[config.mk]
export PLATFORM = sky130hd
export DESIGN_NAME = uart_tx
export DESIGN_NICKNAME = d
export VERILOG_FILES = /design/src/rtl/uart_tx.sv
export SDC_FILE = /design/constraint.sdc
export NUM_CORES = 1
export LEC_CHECK = 0
export CORE_AREA = 2 2 44 46
export DETAILED_ROUTE_END_ITERATION = 10
export DIE_AREA = 0 0 46 48
export PLACE_DENSITY = 0.84
export SYNTH_ARGS = -nofsm -noshare
export SYNTH_HDL_FRONTEND = slang
export SYNTH_SLANG_ARGS = --single-unit
export TNS_END_PERCENT = 1
[constraint.sdc]
create_clock -name CLK -period 3.7 [get_ports CLK]
set_input_delay 0.74 -clock CLK [delete_from_list [all_inputs] [get_ports CLK]]
set_output_delay 0.74 -clock CLK [all_outputs]
set_load 0.02 [all_outputs]
[src/rtl/uart_tx.sv]
// UART transmitter: start bit, DATA_WIDTH data bits LSB first, optional parity
// bit, and a stop bit, one bit per CLK cycle.
// Optional feature macro: UART_TX_STOP2_EN. When it is defined, the frame ends
// with two stop bits.
// TX_OUT and busy are driven straight from flops, so the serial line is glitch-free.
module uart_tx #(
    parameter int DATA_WIDTH = 8
) (
    input  logic                  CLK,
    input  logic                  RST,
    input  logic [DATA_WIDTH-1:0] P_DATA,
    input  logic                  Data_Valid,
    input  logic                  PAR_EN,
    input  logic                  PAR_TYP,
    output logic                  TX_OUT,
    output logic                  busy
);

    localparam int CW = (DATA_WIDTH > 1) ? $clog2(DATA_WIDTH) : 1;
    localparam logic [CW-1:0] LAST_BIT = CW'(DATA_WIDTH - 1);

    typedef enum logic [2:0] {
        IDLE   = 3'd0,
        START  = 3'd1,
        DATA   = 3'd2,
        PARITY = 3'd3,
        STOP   = 3'd4
    } state_t;

    state_t                r_state;
    state_t                w_next_state;
    logic [CW-1:0]         r_cnt;
    logic [CW-1:0]         w_next_cnt;
    logic [CW-1:0]         w_cnt_inc;
    logic [DATA_WIDTH-1:0] r_data;
    logic                  r_par_en;
    logic                  r_par_typ;
    logic                  r_tx;
    logic                  r_busy;
    logic                  w_next_tx;
    logic                  w_next_busy;
    logic                  w_load;
    logic                  w_parity;

    assign w_cnt_inc = r_cnt + 1'b1;
    // Parity is taken from the latched byte, so mid-frame input changes cannot leak in.
    assign w_parity  = r_par_typ ? ~^r_data : ^r_data;

    assign TX_OUT = r_tx;
    assign busy   = r_busy;

    // State, bit counter and the registered line/busy outputs.
    always_ff @(posedge CLK or negedge RST) begin
        if (!RST) begin
            r_state <= IDLE;
            r_cnt   <= '0;
            r_tx    <= 1'b1;
            r_busy  <= 1'b0;
        end else begin
            r_state <= w_next_state;
            r_cnt   <= w_next_cnt;
            r_tx    <= w_next_tx;
            r_busy  <= w_next_busy;
        end
    end

    // Capture the byte and frame format when a request is accepted in IDLE.
    always_ff @(posedge CLK or negedge RST) begin
        if (!RST) begin
            r_data    <= '0;
            r_par_en  <= 1'b0;
            r_par_typ <= 1'b0;
        end else if (w_load) begin
            r_data    <= P_DATA;
            r_par_en  <= PAR_EN;
            r_par_typ <= PAR_TYP;
        end
    end

    // Next state plus the line level and busy for the cycle that state begins.
    always_comb begin
        w_next_state = r_state;
        w_next_cnt   = r_cnt;
        w_next_tx    = 1'b1;
        w_next_busy  = 1'b0;
        w_load       = 1'b0;
        case (r_state)
            IDLE: begin
                if (Data_Valid) begin
                    w_next_state = START;
                    w_next_tx    = 1'b0;
                    w_next_busy  = 1'b1;
                    w_load       = 1'b1;
                end
            end
            START: begin
                w_next_state = DATA;
                w_next_cnt   = '0;
                w_next_tx    = r_data[0];
                w_next_busy  = 1'b1;
            end
            DATA: begin
                w_next_busy = 1'b1;
                if (r_cnt == LAST_BIT) begin
                    w_next_cnt = '0;
                    if (r_par_en) begin
                        w_next_state = PARITY;
                        w_next_tx    = w_parity;
                    end else begin
                        w_next_state = STOP;
                        w_next_tx    = 1'b1;
                    end
                end else begin
                    w_next_cnt = w_cnt_inc;
                    w_next_tx  = r_data[w_cnt_inc];
                end
            end
            PARITY: begin
                w_next_state = STOP;
                w_next_tx    = 1'b1;
                w_next_busy  = 1'b1;
            end
            STOP: begin
`ifdef UART_TX_STOP2_EN
                // The counter marks whether the first of the two stop bits is done.
                if (r_cnt == '0) begin
                    w_next_cnt  = CW'(1);
                    w_next_busy = 1'b1;
                end else begin
                    w_next_state = IDLE;
                    w_next_cnt   = '0;
                end
`else
                w_next_state = IDLE;
`endif
            end
            default: begin
                w_next_state = IDLE;
                w_next_cnt   = '0;
            end
        endcase
    end

endmodule
==> Yosys cells after proc, flatten, opt, wreduce, memory -nomap -nowiden <==
Index checks and enable logic that the tools add are counted.
{ "classes": {"n_addsub": 1, "n_lt_le_gt_ge": 1, "eq_ne": 7, "muxes": 16, "n_reduce_logical": 6} }
{ "op_table": {"columns": ["cell", "n"], "rows": [
  ["2-to-1 mux 3 bit", 4],
  ["case mux 3 bit (4 select lines)", 1],
  ["XNOR reduction 8 bit", 1],
  ["parity 8 bit", 1],
  ["2-to-1 mux 1 bit", 7],
  ["equality test 3 x 2 -> 1 bit, second input constant", 2],
  ["equality test 3 bit, second input constant", 2],
  ["case mux 3 bit (2 select lines)", 1],
  ["OR reduction 3 bit", 2],
  ["< comparator 3 x 4 -> 1 bit, second input constant", 1],
  ["!= test 2 bit, second input constant", 2],
  ["adder 3 x 1 -> 3 bit, second input constant", 1],
  ["binary-select mux 1 bit (select 3 bit)", 1],
  ["equality test 3 x 1 -> 1 bit, second input constant", 1],
  ["logical NOT 3 bit", 1],
  ["case mux 1 bit (3 select lines)", 1],
  ["case mux 1 bit (2 select lines)", 1],
  ["AND reduction 2 bit", 1]
]} }
{ "totals": {"ff_bits": 18, "inputBits": 13, "output_inout_bits": 2, "elab_cells": 38} }

==> Longest topological paths before layout <==
{ "logic_depth": {"word_depth": 5, "mapped_depth": 6, "mapped_depth_nobuf": 6} }

==> Worst setup path before layout <==
OpenSTA, ideal clock, no wires.
{ "synth_path": {"path_kind": "reg-to-reg", "start": "register r_cnt[0]", "end": "register r_tx (netlist: TX_OUT)", "arrival_time_ps": 1911, "required_ps": 3610, "slack_ps": 1699, "stages_incl_launch_ff": 7, "path_buffers": 0, "path_cell_list": "dfrtp_1 ha_1 ha_1 mux4_1 mux2_2 o21ai_2 o211ai_1"} }
{ "synth_between": {"elab_chain_len": 5, "elab_cells_between_ends": 6, "classes_between": "1 x add/sub; 1 x eq/ne; 4 x mux"} }
{ "synth_lines": {"columns": ["element", "line_no", "rtl"], "rows": [
  ["start: declaration", "32", "logic [CW-1:0] r_cnt;"],
  ["start signal: assignment", "61", "r_cnt <= w_next_cnt;"],
  ["adder 3 x 1 -> 3 bit", "45", "assign w_cnt_inc = r_cnt + 1'b1;"],
  ["binary-select mux 1 bit (select 3 bit)", "115", "w_next_tx = r_data[w_cnt_inc];"],
  ["2-to-1 mux 1 bit (implied by the code)", "115", null],
  ["2-to-1 mux 1 bit (*)", "104", "if (r_cnt == LAST_BIT) begin"],
  ["case mux 1 bit (3 select lines) (*)", "87", "case (r_state)"],
  ["net w_next_tx", "40", "logic w_next_tx;"],
  ["end signal: assignment", "62", "r_tx <= w_next_tx;"],
  ["end: declaration", "38", "logic r_tx;"]
]} }
Mark *: on every way through the listed nets, which the timed path passes. The rest lies on a longest branch. The select of a mux whose other input is x is not followed.
A chain may end at the register's enable or synchronous reset.

==> Worst setup path after layout <==
{ "layout_path": {"start": "register r_tx (netlist: TX_OUT)", "end": "output TX_OUT"} }
{ "layout_rtl": {"columns": ["element", "line_no", "rtl"], "rows": [
  ["end: declaration", "15", "output logic TX_OUT,"]
]} }
No word-level cell between the ends.

==> results.json <==
{
  "run_status": "finished clean",
  "timing.final.crit_share": 0.579,
  "synth_warnings": 0,
  "post_cts.repair.setup_buffers": 0,
  "cp_slowest_cell": "clkdlybuf4s50_1",
  "crit_fanout": 1,
  "start_util": 0.541,
  "critPathKind": "register to primary output",
  "hold_viol_final": 0,
  "fin_util": 0.647,
  "htree_levels": 1,
  "setup_slack_ns": 1.56,
  "path_clk_slew_ns": 0.09,
  "ir_drop_uv": 477,
  "drive_gt1_frac": 0.191,
  "syn_inst": 73,
  "firstDrtPassIters": 4,
  "cap_viol_max_count": 0,
  "grt_pass1_wl_um": 2680,
  "synthToLayoutAreaGrowth_pct": 19.6,
  "clock_path_buffers": 2,
  "drc": 0,
  "pwr-share-comb": 0.484,
  "synth_area_leaders": "dfrtp_1 47%, mux2_2 12%, mux4_1 5.7%, mux2i_1 3.3%, dfstp_2 2.9%",
  "pin_count": 15,
  "drt-total-wl_um": 1460,
  "p_total_uw": 949,
  "fill_cells": 152,
  "std_cell_rows": 15,
  "antenna_cells": 0,
  "setup_tns_ns": 0,
  "worstSetupEndpointType": "primary output",
  "relSlewSlack": 0.486,
  "crit_path_max_incr_delay_ns": 0.59,
  "synth_area_per_cell_sq_um": 12.5,
  "place_ws_ns": 1.44,
  "ys_ff_latch": 18,
  "synth_cell_types": 27,
  "vias": 607,
  "fin_cells": 106,
  "place.port_buffers": 14,
  "grt_use_total": 0.179,
  "die-area_sq_um": 2210,
  "synth_top_area_cell": "dfrtp_1",
  "hold_class": "register to register",
  "startpoint": "TX_OUT",
  "crit_path_start_kind": "register",
  "rsz0062_at_grt": "no",
  "drv_slew": 0,
  "finalSetupViolCount": 0,
  "dr.first_iter.drc_count": 5,
  "fin_nets": 105,
  "pwr-share-clk": 0.104,
  "numPlacedInstances": 102,
  "postRouteAntennaNets": 0,
  "syn_area_sq_um": 915,
  "min-delay-start": "r_state[2]",
  "die_h_um": 48,
  "core_area_sq_um": 1690,
  "final_cell_mix": "17 x dfrtp_1, 14 x clkdlybuf4s50_1, 10 x mux2_2, 5 x nand2_1, 5 x o21ai_0",
  "grt_start_max_net_pins": 19,
  "p_per_area_nw_per_um2": 868,
  "clk_latency_ns": 0.29,
  "worst_ep_arrival_time_ns": 1.40,
  "cts_tree": "built",
  "cts_buffers": 3,
  "post_drt_wl_per_cell_um": 13.8,
  "worst-slew-pin-transition_ns": 0.769,
  "r2r-start": "r_cnt[0]",
  "ctsHoldBuffers": 0,
  "grt_overflow": 0,
  "seqPwrFrac": 0.412,
  "yosysTopAreaCellShare": 0.465,
  "switching_power_uw": 322,
  "post_cts_resized": 0,
  "path_buf_inv": 1,
  "swShare": 0.340,
  "detailed_place_hpwl_um": 1130,
  "cts_root_buf": "clkbuf_4",
  "internal_power_uw": 627,
  "grt_antenna_before_repair": 0,
  "gp_congestion": 0.728,
  "required_ns": 2.96,
  "grt_pass1_vias": 613,
  "skew_ns": 0.00492,
  "path_delay_family": "buffers and inverters",
  "post_drt_via_cell_ratio": 5.73,
  "synth.net_count": 88,
  "yosysSeqAreaShare": 0.494,
  "die_w_um": 46,
  "min_period_ns": 2.14,
  "clkSinkCount": 18,
  "final_common_cell": "dfrtp_1",
  "crit_path_cell_trace": "clkdlybuf4s50_1",
  "power_leakage_nw": 0.467,
  "clock.fmax_ghz": 0.467
}
[final timing paths]
| path | end | slack (ns) | depth (start not counted) |
|---|---|---|---|
| setup / recovery | TX_OUT | 1.56 | 1 |
| hold / removal | r_state[1] | 0.52 | 1 |
| setup reg to reg | TX_OUT | 1.57 | 6 |
| hold reg to reg | r_state[1] | 0.52 | 1 |
| max in group asynchronous | r_data[0] | 2.33 | 1 |
| min in group asynchronous | r_cnt[2] | 0.89 | 1 |
[cell type report]
type                            instances  area, sq um  share of cell area
Multi-Input combinational cell         51          443               0.405
Clock buffer                            4         26.3              0.0240
Inverter                                1         3.75             0.00343
Tap cell                               17         21.3              0.0195
Timing Repair Buffer                   15          148               0.135
Sequential cell                        18          452               0.413
[registers in the layout (all words and copies together) (netlist names)]
name	count
r_data	8
r_cnt	3
r_state	3
TX_OUT	1
busy	1
r_par_en	1
r_par_typ	1
[power groups by stage]
| stage | Clock, mW | Sequential (mW) | Combinational [mW] |
|---|---|---|---|
| floorplan | 0 | 0.366 | 0.383 |
| global placement | 0 | 0.391 | 0.442 |
| detailed placement | 0 | 0.396 | 0.458 |
| CTS | 0.102 | 0.392 | 0.465 |
| global route | 0.114 | 0.408 | 0.505 |
| finish | 0.0985 | 0.391 | 0.459 |
[through the flow]
step                cell area (sq um)  hold WS, ns
finish                           1090        0.520
global route                     1090        0.539
CTS                              1090        0.515
detailed placement               1070        0.502
global placement                 1070        0.495
floorplan                         915        0.444
[layer usage]
metal / GRT usage / routed length, um / vias to the layer above
met2: 0.306 / 713 / 19
li1: - / - / 291
met1: 0.213 / 634 / 292
met5: 0 / 0 / -
met3: 0.0453 / 77 / 5
met4: 0.0857 / 39 / 0
[cells in the mapped netlist]
| master | n |
|---|---|
| xor3_1 | 1 |
| clkbuf_1 | 1 |
| buf_4 | 1 |
| nor2_1 | 4 |
| a31oi_1 | 1 |
| xor2_1 | 1 |
| nand2_1 | 5 |
| ha_1 | 2 |
| or2_2 | 1 |
| mux2_2 | 10 |
| nor3b_1 | 2 |
| o211ai_1 | 1 |
| inv_1 | 1 |
| nor2b_1 | 1 |
| mux2i_1 | 3 |
| xnor3_1 | 1 |
| xnor2_1 | 2 |
| nand3_1 | 1 |
| nor3_1 | 3 |
| mux4_1 | 2 |
| dfstp_2 | 1 |
| o21ai_0 | 5 |
| dfrtp_1 | 17 |
| a21oi_1 | 3 |
| clkbuf_2 | 1 |
| o21ai_2 | 1 |
| nand2b_1 | 1 |
[cells by family after synthesis]
kind of cell	Yosys count	synth area share
XOR/XNOR	5	0.0793
adder cells (fa/ha/maj)	2	0.0274
flip-flops	18	0.494
buffers and inverters	4	0.0219
multiplexers	15	0.213
AO/OA/AOI/OAI	11	0.0684
AND/OR/NAND/NOR	18	0.0958
(Power assumes the default switching activity.)
